$ cat src/rtl/hdmi_sync_pkg.sv
// Shared definitions for the HDMI bit-slip scan controller.
// Contents: TMDS control tokens, slip word geometry, channel FSM states.
package hdmi_sync_pkg;

  // The four TMDS control-period symbols (C1,C0 = 00,01,10,11)
  localparam logic [9:0] CTL0 = 10'h354;
  localparam logic [9:0] CTL1 = 10'h0ab;
  localparam logic [9:0] CTL2 = 10'h154;
  localparam logic [9:0] CTL3 = 10'h2ab;

  // Manual bitslip word: bit 4 = locked, bits [3:0] = slip position
  localparam int SLIP_W   = 5;
  localparam int SLIP_MOD = 10;

  typedef enum logic [1:0] {
    S_SETTLE,
    S_MEASURE,
    S_LOCKED
  } chan_state_t;

  // True when a slipped 10-bit word is one of the control tokens
  function automatic logic is_ctl_token(input logic [9:0] word);
    return (word == CTL0) || (word == CTL1) || (word == CTL2) || (word == CTL3);
  endfunction

endpackage

$ cat src/rtl/hdmi_slip_chan.sv
// One TMDS channel of the bit-slip scanner: steps the slip position,
// scores each position by counting control tokens over a window,
// holds the first passing position and re-scans when tokens disappear.
// Optional feature macro: HDMI_SLIP_SCAN_SCORE_EN (exposes window end/count).
module hdmi_slip_chan
  import hdmi_sync_pkg::*;
#(
  parameter int SETTLE_CYCLES = 16,
  parameter int WINDOW_CYCLES = 4096,
  parameter int MIN_TOKENS    = 64,
  parameter int LOSS_CYCLES   = 16384
) (
  input  logic              clk,
  input  logic              rst,
  input  logic              enable,
  input  logic              restart,
  input  logic [9:0]        word,
  output logic [SLIP_W-1:0] bitslip,
  output logic              sweep_fail
`ifdef HDMI_SLIP_SCAN_SCORE_EN
  ,
  output logic              win_end,
  output logic [15:0]       win_count
`endif
);

  localparam logic [15:0] SETTLE_LAST = 16'(SETTLE_CYCLES - 1);
  localparam logic [15:0] WINDOW_LAST = 16'(WINDOW_CYCLES - 1);
  localparam logic [15:0] LOSS_LAST   = 16'(LOSS_CYCLES - 1);
  localparam logic [15:0] MIN_TOK     = 16'(MIN_TOKENS);
  localparam logic [3:0]  SLIP_LAST   = 4'(SLIP_MOD - 1);

  chan_state_t state, state_n;
  logic [15:0] timer, timer_n;
  logic [15:0] count, count_n;
  logic [3:0]  slip, slip_n;
  logic [3:0]  fail_cnt, fail_n;
  logic        locked, locked_n;
  logic        sweep, sweep_n;

  logic        token;
  logic [15:0] count_sat;
  logic [15:0] window_total;
  logic [3:0]  slip_adv;

  assign token        = is_ctl_token(word);
  assign count_sat    = (count == 16'hffff) ? count : count + 16'd1;
  assign window_total = token ? count_sat : count;
  assign slip_adv     = (slip == SLIP_LAST) ? 4'd0 : slip + 4'd1;

  assign bitslip    = {locked, slip};
  assign sweep_fail = sweep;

`ifdef HDMI_SLIP_SCAN_SCORE_EN
  // A window only counts as finished when neither disable nor restart overrides it
  assign win_end   = enable && !restart && (state == S_MEASURE) && (timer == WINDOW_LAST);
  assign win_count = window_total;
`endif

  // Next-state logic: disable beats restart, restart beats the normal scan
  always_comb begin
    state_n  = state;
    timer_n  = timer;
    count_n  = count;
    slip_n   = slip;
    fail_n   = fail_cnt;
    locked_n = locked;
    sweep_n  = 1'b0;

    if (!enable) begin
      state_n  = S_SETTLE;
      timer_n  = 16'd0;
      locked_n = 1'b0;
    end else if (restart) begin
      state_n  = S_SETTLE;
      timer_n  = 16'd0;
      slip_n   = 4'd0;
      locked_n = 1'b0;
      fail_n   = 4'd0;
    end else begin
      case (state)
        S_SETTLE: begin
          if (timer == SETTLE_LAST) begin
            state_n = S_MEASURE;
            timer_n = 16'd0;
            count_n = 16'd0;
          end else begin
            timer_n = timer + 16'd1;
          end
        end

        S_MEASURE: begin
          count_n = window_total;
          timer_n = timer + 16'd1;
          if (timer == WINDOW_LAST) begin
            timer_n = 16'd0;
            if (window_total >= MIN_TOK) begin
              state_n = S_LOCKED;
              fail_n  = 4'd0;
            end else begin
              state_n = S_SETTLE;
              slip_n  = slip_adv;
              if (fail_cnt == SLIP_LAST) begin
                fail_n  = 4'd0;
                sweep_n = 1'b1;
              end else begin
                fail_n = fail_cnt + 4'd1;
              end
            end
          end
        end

        S_LOCKED: begin
          locked_n = 1'b1;
          if (token) begin
            timer_n = 16'd0;
          end else if (timer == LOSS_LAST) begin
            locked_n = 1'b0;
            slip_n   = slip_adv;
            state_n  = S_SETTLE;
            timer_n  = 16'd0;
          end else begin
            timer_n = timer + 16'd1;
          end
        end

        default: begin
          state_n  = S_SETTLE;
          timer_n  = 16'd0;
          locked_n = 1'b0;
        end
      endcase
    end
  end

  // State register; reset abandons any scan in progress
  always_ff @(posedge clk or posedge rst) begin
    if (rst) begin
      state    <= S_SETTLE;
      timer    <= 16'd0;
      count    <= 16'd0;
      slip     <= 4'd0;
      fail_cnt <= 4'd0;
      locked   <= 1'b0;
      sweep    <= 1'b0;
    end else begin
      state    <= state_n;
      timer    <= timer_n;
      count    <= count_n;
      slip     <= slip_n;
      fail_cnt <= fail_n;
      locked   <= locked_n;
      sweep    <= sweep_n;
    end
  end

endmodule

$ cat src/rtl/hdmi_slip_scan.sv
// Automatic bit-slip scan controller for the R, G and B TMDS channels.
// Runs in the pixel clock domain and drives the sync stage's manual slips.
// o_sweep_fail bit order: [0] red, [1] green, [2] blue.
// Optional feature macro: HDMI_SLIP_SCAN_SCORE_EN adds o_score, the last
// completed red window token count.
module hdmi_slip_scan
  import hdmi_sync_pkg::*;
#(
  parameter int SETTLE_CYCLES = 16,
  parameter int WINDOW_CYCLES = 4096,
  parameter int MIN_TOKENS    = 64,
  parameter int LOSS_CYCLES   = 16384
) (
  input  logic              i_pix_clk,
  input  logic              i_reset,
  input  logic              i_enable,
  input  logic              i_restart,
  input  logic [9:0]        i_r,
  input  logic [9:0]        i_g,
  input  logic [9:0]        i_b,
  output logic [SLIP_W-1:0] o_bitslip_r,
  output logic [SLIP_W-1:0] o_bitslip_g,
  output logic [SLIP_W-1:0] o_bitslip_b,
  output logic              o_all_locked,
  output logic [2:0]        o_sweep_fail
`ifdef HDMI_SLIP_SCAN_SCORE_EN
  ,
  output logic [15:0]       o_score
`endif
);

`ifdef HDMI_SLIP_SCAN_SCORE_EN
  logic        red_win_end;
  logic [15:0] red_win_count;
`endif

  hdmi_slip_chan #(
    .SETTLE_CYCLES(SETTLE_CYCLES),
    .WINDOW_CYCLES(WINDOW_CYCLES),
    .MIN_TOKENS   (MIN_TOKENS),
    .LOSS_CYCLES  (LOSS_CYCLES)
  ) u_chan_r (
    .clk       (i_pix_clk),
    .rst       (i_reset),
    .enable    (i_enable),
    .restart   (i_restart),
    .word      (i_r),
    .bitslip   (o_bitslip_r),
    .sweep_fail(o_sweep_fail[0])
`ifdef HDMI_SLIP_SCAN_SCORE_EN
    ,
    .win_end   (red_win_end),
    .win_count (red_win_count)
`endif
  );

  hdmi_slip_chan #(
    .SETTLE_CYCLES(SETTLE_CYCLES),
    .WINDOW_CYCLES(WINDOW_CYCLES),
    .MIN_TOKENS   (MIN_TOKENS),
    .LOSS_CYCLES  (LOSS_CYCLES)
  ) u_chan_g (
    .clk       (i_pix_clk),
    .rst       (i_reset),
    .enable    (i_enable),
    .restart   (i_restart),
    .word      (i_g),
    .bitslip   (o_bitslip_g),
    .sweep_fail(o_sweep_fail[1])
`ifdef HDMI_SLIP_SCAN_SCORE_EN
    ,
    .win_end   (),
    .win_count ()
`endif
  );

  hdmi_slip_chan #(
    .SETTLE_CYCLES(SETTLE_CYCLES),
    .WINDOW_CYCLES(WINDOW_CYCLES),
    .MIN_TOKENS   (MIN_TOKENS),
    .LOSS_CYCLES  (LOSS_CYCLES)
  ) u_chan_b (
    .clk       (i_pix_clk),
    .rst       (i_reset),
    .enable    (i_enable),
    .restart   (i_restart),
    .word      (i_b),
    .bitslip   (o_bitslip_b),
    .sweep_fail(o_sweep_fail[2])
`ifdef HDMI_SLIP_SCAN_SCORE_EN
    ,
    .win_end   (),
    .win_count ()
`endif
  );

  // Registered AND of the three locked bits, one cycle behind the slips
  always_ff @(posedge i_pix_clk or posedge i_reset) begin
    if (i_reset) begin
      o_all_locked <= 1'b0;
    end else begin
      o_all_locked <= o_bitslip_r[SLIP_W-1] & o_bitslip_g[SLIP_W-1] & o_bitslip_b[SLIP_W-1];
    end
  end

`ifdef HDMI_SLIP_SCAN_SCORE_EN
  // Capture the red channel's final window count for eye-quality display
  always_ff @(posedge i_pix_clk or posedge i_reset) begin
    if (i_reset) begin
      o_score <= 16'd0;
    end else if (red_win_end) begin
      o_score <= red_win_count;
    end
  end
`endif

endmodule

$ cat config.mk
export PLATFORM = sky130hd
export DESIGN_NAME = hdmi_slip_scan
export DESIGN_NICKNAME = d
export VERILOG_FILES = /design/src/rtl/hdmi_sync_pkg.sv /design/src/rtl/hdmi_slip_chan.sv /design/src/rtl/hdmi_slip_scan.sv
export SDC_FILE = /design/constraint.sdc
export NUM_CORES = 1
export LEC_CHECK = 0
export ABC_AREA = 1
export CAP_MARGIN = 20
export CORE_MARGIN = 10
export CORE_UTILIZATION = 50
export DETAILED_ROUTE_END_ITERATION = 6
export MAX_ROUTING_LAYER = met4
export PLACE_DENSITY_LB_ADDON = 0.08
export SETUP_SLACK_MARGIN = 0.1
export SLEW_MARGIN = 20
export SYNTH_ARGS = -nofsm -noshare
export SYNTH_HDL_FRONTEND = slang
export SYNTH_HIERARCHICAL = 1
export SYNTH_SLANG_ARGS = --single-unit
$ cat constraint.sdc
create_clock -name i_pix_clk -period 2 [get_ports i_pix_clk]
set_clock_uncertainty 0.2 [all_clocks]
set_input_delay 0.3 -clock i_pix_clk [delete_from_list [all_inputs] [get_ports i_pix_clk]]
set_output_delay 0.3 -clock i_pix_clk [all_outputs]
set_load 0.02 [all_outputs]
Yosys cells after proc, flatten, opt, wreduce, memory -nomap -nowiden
Index checks and enable logic that the tools add are counted.

Add/subtract/negate cells: 12. Magnitude comparators: 3. Equality and inequality tests: 66. Muxes and demuxes: 126. Bitwise operators: 3. Reduce and logical (&&, ||, !) cells: 39.

Operators with widths (count): $mux W16 (27); $pmux W16 S3 (3); $mux W4 (33); $add A16 B1 Y16 const B (6); $pmux W16 S2 (3); $eq A10 B10 Y1 const B (6); $eq A16 B12 Y1 const B (3); $eq A16 B14 Y1 const B (3); $eq A16 B16 Y1 const B (3); $eq A16 B4 Y1 const B (3); $ge A16 B7 Y1 const B (3); $mux W2 (21); $ne A4 B3 Y1 const B (9); $eq A10 B8 Y1 const B (3); $eq A10 B9 Y1 const B (3); $mux W1 (30); $ne A3 B2 Y1 const B (9); $add A4 B1 Y4 const B (6); $eq A4 B4 Y1 const B (6); $pmux W4 S2 (3); $reduce_and A4 Y1 (6); $ne A3 B3 Y1 const B (6); $pmux W2 S3 (3); $reduce_and A6 Y1 (3); other kinds (13) (48).

Register bits after elaboration: 133. Input bits: 34. Output and inout bits: 19. Word-level logic and storage cells: 271.

Depth between registers and ports, before layout
Word-level depth: 11. Mapped depth: 15. Depth with buffers taken out: 15.

Cells and area by module
The synthesis kept the hierarchy.

By module, submodules not included: hdmi_slip_chan at u_chan_r (times used 1, cells an instance 433, area each 3084.2 um2); hdmi_slip_chan at u_chan_b (times used 1, cells an instance 428, area each 3066.7 um2); hdmi_slip_chan at u_chan_g (times used 1, cells an instance 419, area each 2977.9 um2); hdmi_slip_scan (times used 1, cells an instance 5, area each 42.5 um2).

Least setup slack after synthesis
OpenSTA, ideal clock, no wires.

Path type: register to register. From: register u_chan_g.count[0]. To: register u_chan_g.slip[0]. Library setup time: 118 ps. Arrival: 1817 ps. Required time: 1682 ps. Setup slack: -135 ps. Stages on the path, launching flop included: 15. Path buffers: 1. Period minus slack after synthesis: 2135 ps. Cells stage by stage: dfrtp_1 ha_1 nand3_2 nor2_4 nand2_2 buf_6 nand3_1 nand2_1 nand2_1 nor2_2 nand3_2 o21ai_4 nand2_4 nand2_1 nand2_1.

Word-level cells in the longest chain between the ends: 6. Elaborated cells on any way between the ends: 7. Those cells by class: add/sub (1); order compare (1); eq/ne (2); mux (2); reduce/logical (1).

Ends and longest elaborated chain: from (decl) (line hdmi_slip_chan.sv:35) `logic [15:0] count, count_n;`; from (signal assigned) (line hdmi_slip_chan.sv:149) `count <= count_n;`; $add A16 B1 Y16 / $eq A16 B16 Y1 (equally long branches) (line hdmi_slip_chan.sv:47) `assign count_sat = (count == 16'hffff) ? count : count + 16'd1;`; $mux W16 (line hdmi_slip_chan.sv:47); $mux W16 * (line hdmi_slip_chan.sv:48) `assign window_total = token ? count_sat : count;`; $ge A16 B7 Y1 * (line hdmi_slip_chan.sv:97) `if (window_total >= MIN_TOK) begin`; $ne A3 B3 Y1 (no line) *; $reduce_and A6 Y1 (no line) *; to (signal assigned) (line hdmi_slip_chan.sv:150) `slip <= slip_n;`; to (decl) (line hdmi_slip_chan.sv:36) `logic [3:0] slip, slip_n;`.

Every way passes the cells marked *; elsewhere a longest branch is shown, timed or not. A chain may end at the register's enable or synchronous reset.

Final worst setup path
From: register u_chan_b.count[1]. To: register u_chan_b.slip[0].

Word-level cells in the longest chain between the ends: 6. Elaborated cells on any way between the ends: 7. Those cells by class: add/sub (1); order compare (1); eq/ne (2); mux (2); reduce/logical (1).

Ends and longest elaborated chain (line): from (decl) (hdmi_slip_chan.sv:35); from (signal assigned) (hdmi_slip_chan.sv:149); $add A16 B1 Y16 / $eq A16 B16 Y1 (equally long branches) (hdmi_slip_chan.sv:47); $mux W16 (hdmi_slip_chan.sv:47); $mux W16 * (hdmi_slip_chan.sv:48); $ge A16 B7 Y1 * (hdmi_slip_chan.sv:97); $ne A3 B3 Y1 (no line) *; $reduce_and A6 Y1 (no line) *; to (signal assigned) (hdmi_slip_chan.sv:150); to (decl) (hdmi_slip_chan.sv:36).

Marks and branches as above.

==> impl_metrics.json <==
{
  "outcome": "complete, but fails checks",
  "violations": "setup timing",
  "pre_cts_slack_ns": -0.648,
  "synthCells": 1285,
  "crit-reg2reg-capture": "u_chan_b/slip[0]$_DFFE_PP0P_",
  "r2r_start": "u_chan_b/count[1]$_DFFE_PP0P_",
  "numCtsBuffers": 17,
  "slew_viol_final": 0,
  "pwr-share-clk_pct": 30.1,
  "synth-seq-cells": 133,
  "p_int_mw": 7.02,
  "start_util_pct": 50.9,
  "peakVddDrop_mv": 0.794,
  "fin_crit_sh_pct": 120,
  "htreeDepth": 4,
  "cp_common_cell": "nand2_2",
  "cp-start-kind": "flip-flop",
  "fillers": 993,
  "worst_slew_margin_rel_pct": 68.9,
  "antenna_found_initial": 1,
  "power_leakage_nw": 7.12,
  "synth.most_common_cell": "nand2_1",
  "fin_area_sq_um": 14900,
  "grt_usage_pct": 22.3,
  "die-area_sq_um": 24200,
  "clkLatencyLatePin_ns": 0.42,
  "place_area_sq_um": 11900,
  "drtAntennaViolNets": 0,
  "synth.top_cells.by_count": "nand2_1 (312), inv_1 (183), nor2_1 (180), dfrtp_1 (133), nand3_1 (101)",
  "vias": 10400,
  "hp-start": "i_enable",
  "p_per_area_nw_per_um2": 746,
  "grt_pass1_wl_um": 44200,
  "clockBufferDepth": 2,
  "cpMaxStageDelayCell": "dfrtp_1",
  "synth_fa_ha_area_share_pct": 2.46,
  "min_to": "u_chan_b/state[1]$_DFFE_PP0P_",
  "swShare_pct": 36.7,
  "die_h_um": 155,
  "combinationalPowerShare_pct": 37.7,
  "rsz0062_at_grt": "true",
  "critical_path.max_fanout": 5,
  "die_w_um": 155,
  "timing.final.crit_period_ns": 2.41,
  "crit_family": "simple AND/OR/NAND/NOR gates",
  "io_buffers": 52,
  "fp-row-count": 49,
  "synthSimpleGateAreaFrac_pct": 41.0,
  "ys_async_sr_fraction_pct": 100,
  "grt_max_degree": 45,
  "max_freq_ghz": 0.415,
  "cts.clk_slew.worst_paths_ns": 0.06,
  "fin_setup_tns_ns": -22.43,
  "drive_gt1_share_pct": 44.0,
  "dp_hpwl_um": 17300,
  "critPathMaxStageDelay_ns": 0.39,
  "synthMuxAreaShare_pct": 0,
  "routabilityCongestion": 0.899,
  "hp-class": "input pin to flip-flop",
  "synth-xor-area-share_pct": 3.92,
  "synth_cell_types": 42,
  "maxCapViolCount": 0,
  "seq_power_share_pct": 32.2,
  "synth_area_leaders": "dfrtp_1 (36%), nand2_1 (13%), inv_1 (7.5%)",
  "synth_warnings": 6,
  "wirelength_um": 30800,
  "critPathKind": "flip-flop to flip-flop",
  "synth-compound-area-share_pct": 6.88,
  "seq_area_frac_synth_pct": 36.3,
  "cp_num_buf_inv": 1,
  "r2r_setup_slack_ns": -0.41,
  "design.core.area_sq_um": 18000,
  "p_sw_mw": 4.07,
  "syn_area_sq_um": 9170,
  "tritoncts": "yes",
  "avgViaCountPerCell": 5.39,
  "synth_top_family_by_area": "simple AND/OR/NAND/NOR gates",
  "drt-pass1-iter-count": 5,
  "synth_edf_count": 0,
  "first_iter_violations": 800,
  "path_cells": "buf_4 > nand3_1 > nor2_1 > nand2_2 > nor2_1 > nand2_1 > nand2_1 > nand3_1 > nor2_4 > nand3_4 > o21bai_4 > nand2_4 > nand2_2 > nand2_2",
  "arrival_ns": 2.53,
  "drcViolationCount": 0,
  "io-pin-count": 53,
  "cts_sinks": 133,
  "hold_viol": 0,
  "hold_path_depth": 4,
  "cp.required_ns": 2.12,
  "tightest_slew_ns": 0.466,
  "syn_area_per_cell_sq_um": 7.14,
  "rr_worst_depth": 14,
  "final.setup.worst_slack_ns": -0.409,
  "overflow": 0,
  "endpoint_kind": "flip-flop",
  "cts-root-buf": "clkbuf_16",
  "drt-wirelength-per-cell_um": 16.0,
  "synth_flop_cell": "dfrtp_1",
  "syn_to_final_growth_pct": 61.9,
  "nets": 1733,
  "synthDominantCellAreaShare_pct": 36.3,
  "setup_viol": 88,
  "yosysTopAreaCell": "dfrtp_1",
  "first_global_vias": 9781,
  "synth_fp_nets": 1337
}
==> worst max-delay path by stage <==
| stage | from | end | slack (ns) | cells after the start |
|---|---|---|---|---|
| after floorplan | u_chan_r/timer[0]$_DFF_PP0_ | u_chan_r/timer[2]$_DFF_PP0_ | -0.10 | 12 |
| after global placement | i_g[5] | u_chan_g/slip[2]$_DFFE_PP0P_ | -0.59 | 14 |
| after detailed placement | i_r[6] | u_chan_r/slip[3]$_DFFE_PP0P_ | -0.65 | 15 |
| after CTS | u_chan_g/count[0]$_DFFE_PP0P_ | u_chan_g/slip[0]$_DFFE_PP0P_ | -0.26 | 14 |
| after global routing | u_chan_b/count[1]$_DFFE_PP0P_ | u_chan_b/slip[0]$_DFFE_PP0P_ | -0.50 | 14 |
| final | u_chan_b/count[1]$_DFFE_PP0P_ | u_chan_b/slip[0]$_DFFE_PP0P_ | -0.41 | 14 |
==> per-layer routing <==
| layer | routed length (um) | global-route usage, % | vias up |
|---|---|---|---|
| met3 | 1390 | 3.47 | 73 |
| met4 | 650 | 7.49 | 0 |
| met5 | 0 | - | - |
| li1 | - | - | 4937 |
| met2 | 16200 | 37.9 | 382 |
| met1 | 12500 | 26.3 | 4981 |
==> what timing repair did <==
action	4_1_cts	5_1_grt
endpoints found under the setup margin	142	132
pin swaps	73	114
endpoints found under the hold margin	1	0
buffers inserted	47	47
gates cloned	5	3
hold buffers	1	0
gates resized for setup	177	268
==> power by group through the flow <==
stage / combinational [mW] / clock (mW) / sequential [mW]
2_1_floorplan: 1.60 / 0 / 3.59
3_5_place_dp: 3.08 / 0 / 3.55
4_1_cts: 3.38 / 3.37 / 3.52
6_report: 4.18 / 3.33 / 3.57
3_3_place_gp: 3.01 / 0 / 3.55
5_1_grt: 4.50 / 3.49 / 3.63
==> kinds of logic after synthesis <==
family / Yosys count
AO/OA/AOI/OAI: 94
XOR/XNOR: 41
adder cells (fa/ha/maj): 18
buffers and inverters: 210
flip-flops: 133
AND/OR/NAND/NOR: 789
==> flip-flops by register name, summed over array words and instances (netlist names), 16 cells and up <==
| name | count |
|---|---|
| u_chan_b/count | 16 |
| u_chan_b/timer | 16 |
| u_chan_g/count | 16 |
| u_chan_g/timer | 16 |
| u_chan_r/count | 16 |
| u_chan_r/timer | 16 |
==> final cells by class <==
type	count	area, sq um	area share [%]
clock inverters	13	169	1.14
flip-flops and latches	133	3330	22.5
clock buffers	19	453	3.05
diodes	1	2.50	0.0168
inverters	191	739	4.98
repair buffers	391	3400	22.9
multi-input cells	947	6460	43.5
well taps	229	287	1.93
==> metrics by stage <==
step / hold slack [ns] / power [mW] / instances / utilization, %
detailed placement: 0.251 / 6.63 / 1801 / 66.1
global route: 0.197 / 11.6 / 1924 / 82.4
global placement: 0.251 / 6.56 / 1801 / 66.1
floorplan: -0.171 / 5.19 / 1285 / -
CTS: 0.295 / 10.3 / 1881 / 75.1
finish: 0.184 / 11.1 / 1924 / 82.4
==> worst min-delay path: stages <==
cell            delay (ns)
dlymetal6s2s_1        0.19
buf_4                 0.18
nand2_1               0.06
nor2_1                0.04
==> cells in the final DEF (no fill, tap or decap), types with 33 or more instances in the layout <==
cell     Yosys  layout
nor2_1     180     128
nand2_1    312     229
buf_6        6      43
dfrtp_1    133     128
nor2_2      40      44
nor2_4       8      56
nand2_2     15      81
inv_1      183     162
buf_4        4     282
nand4_1     33      33
nand3_1    101      60
nand3_2     22      45
(Power assumes the default switching activity.)
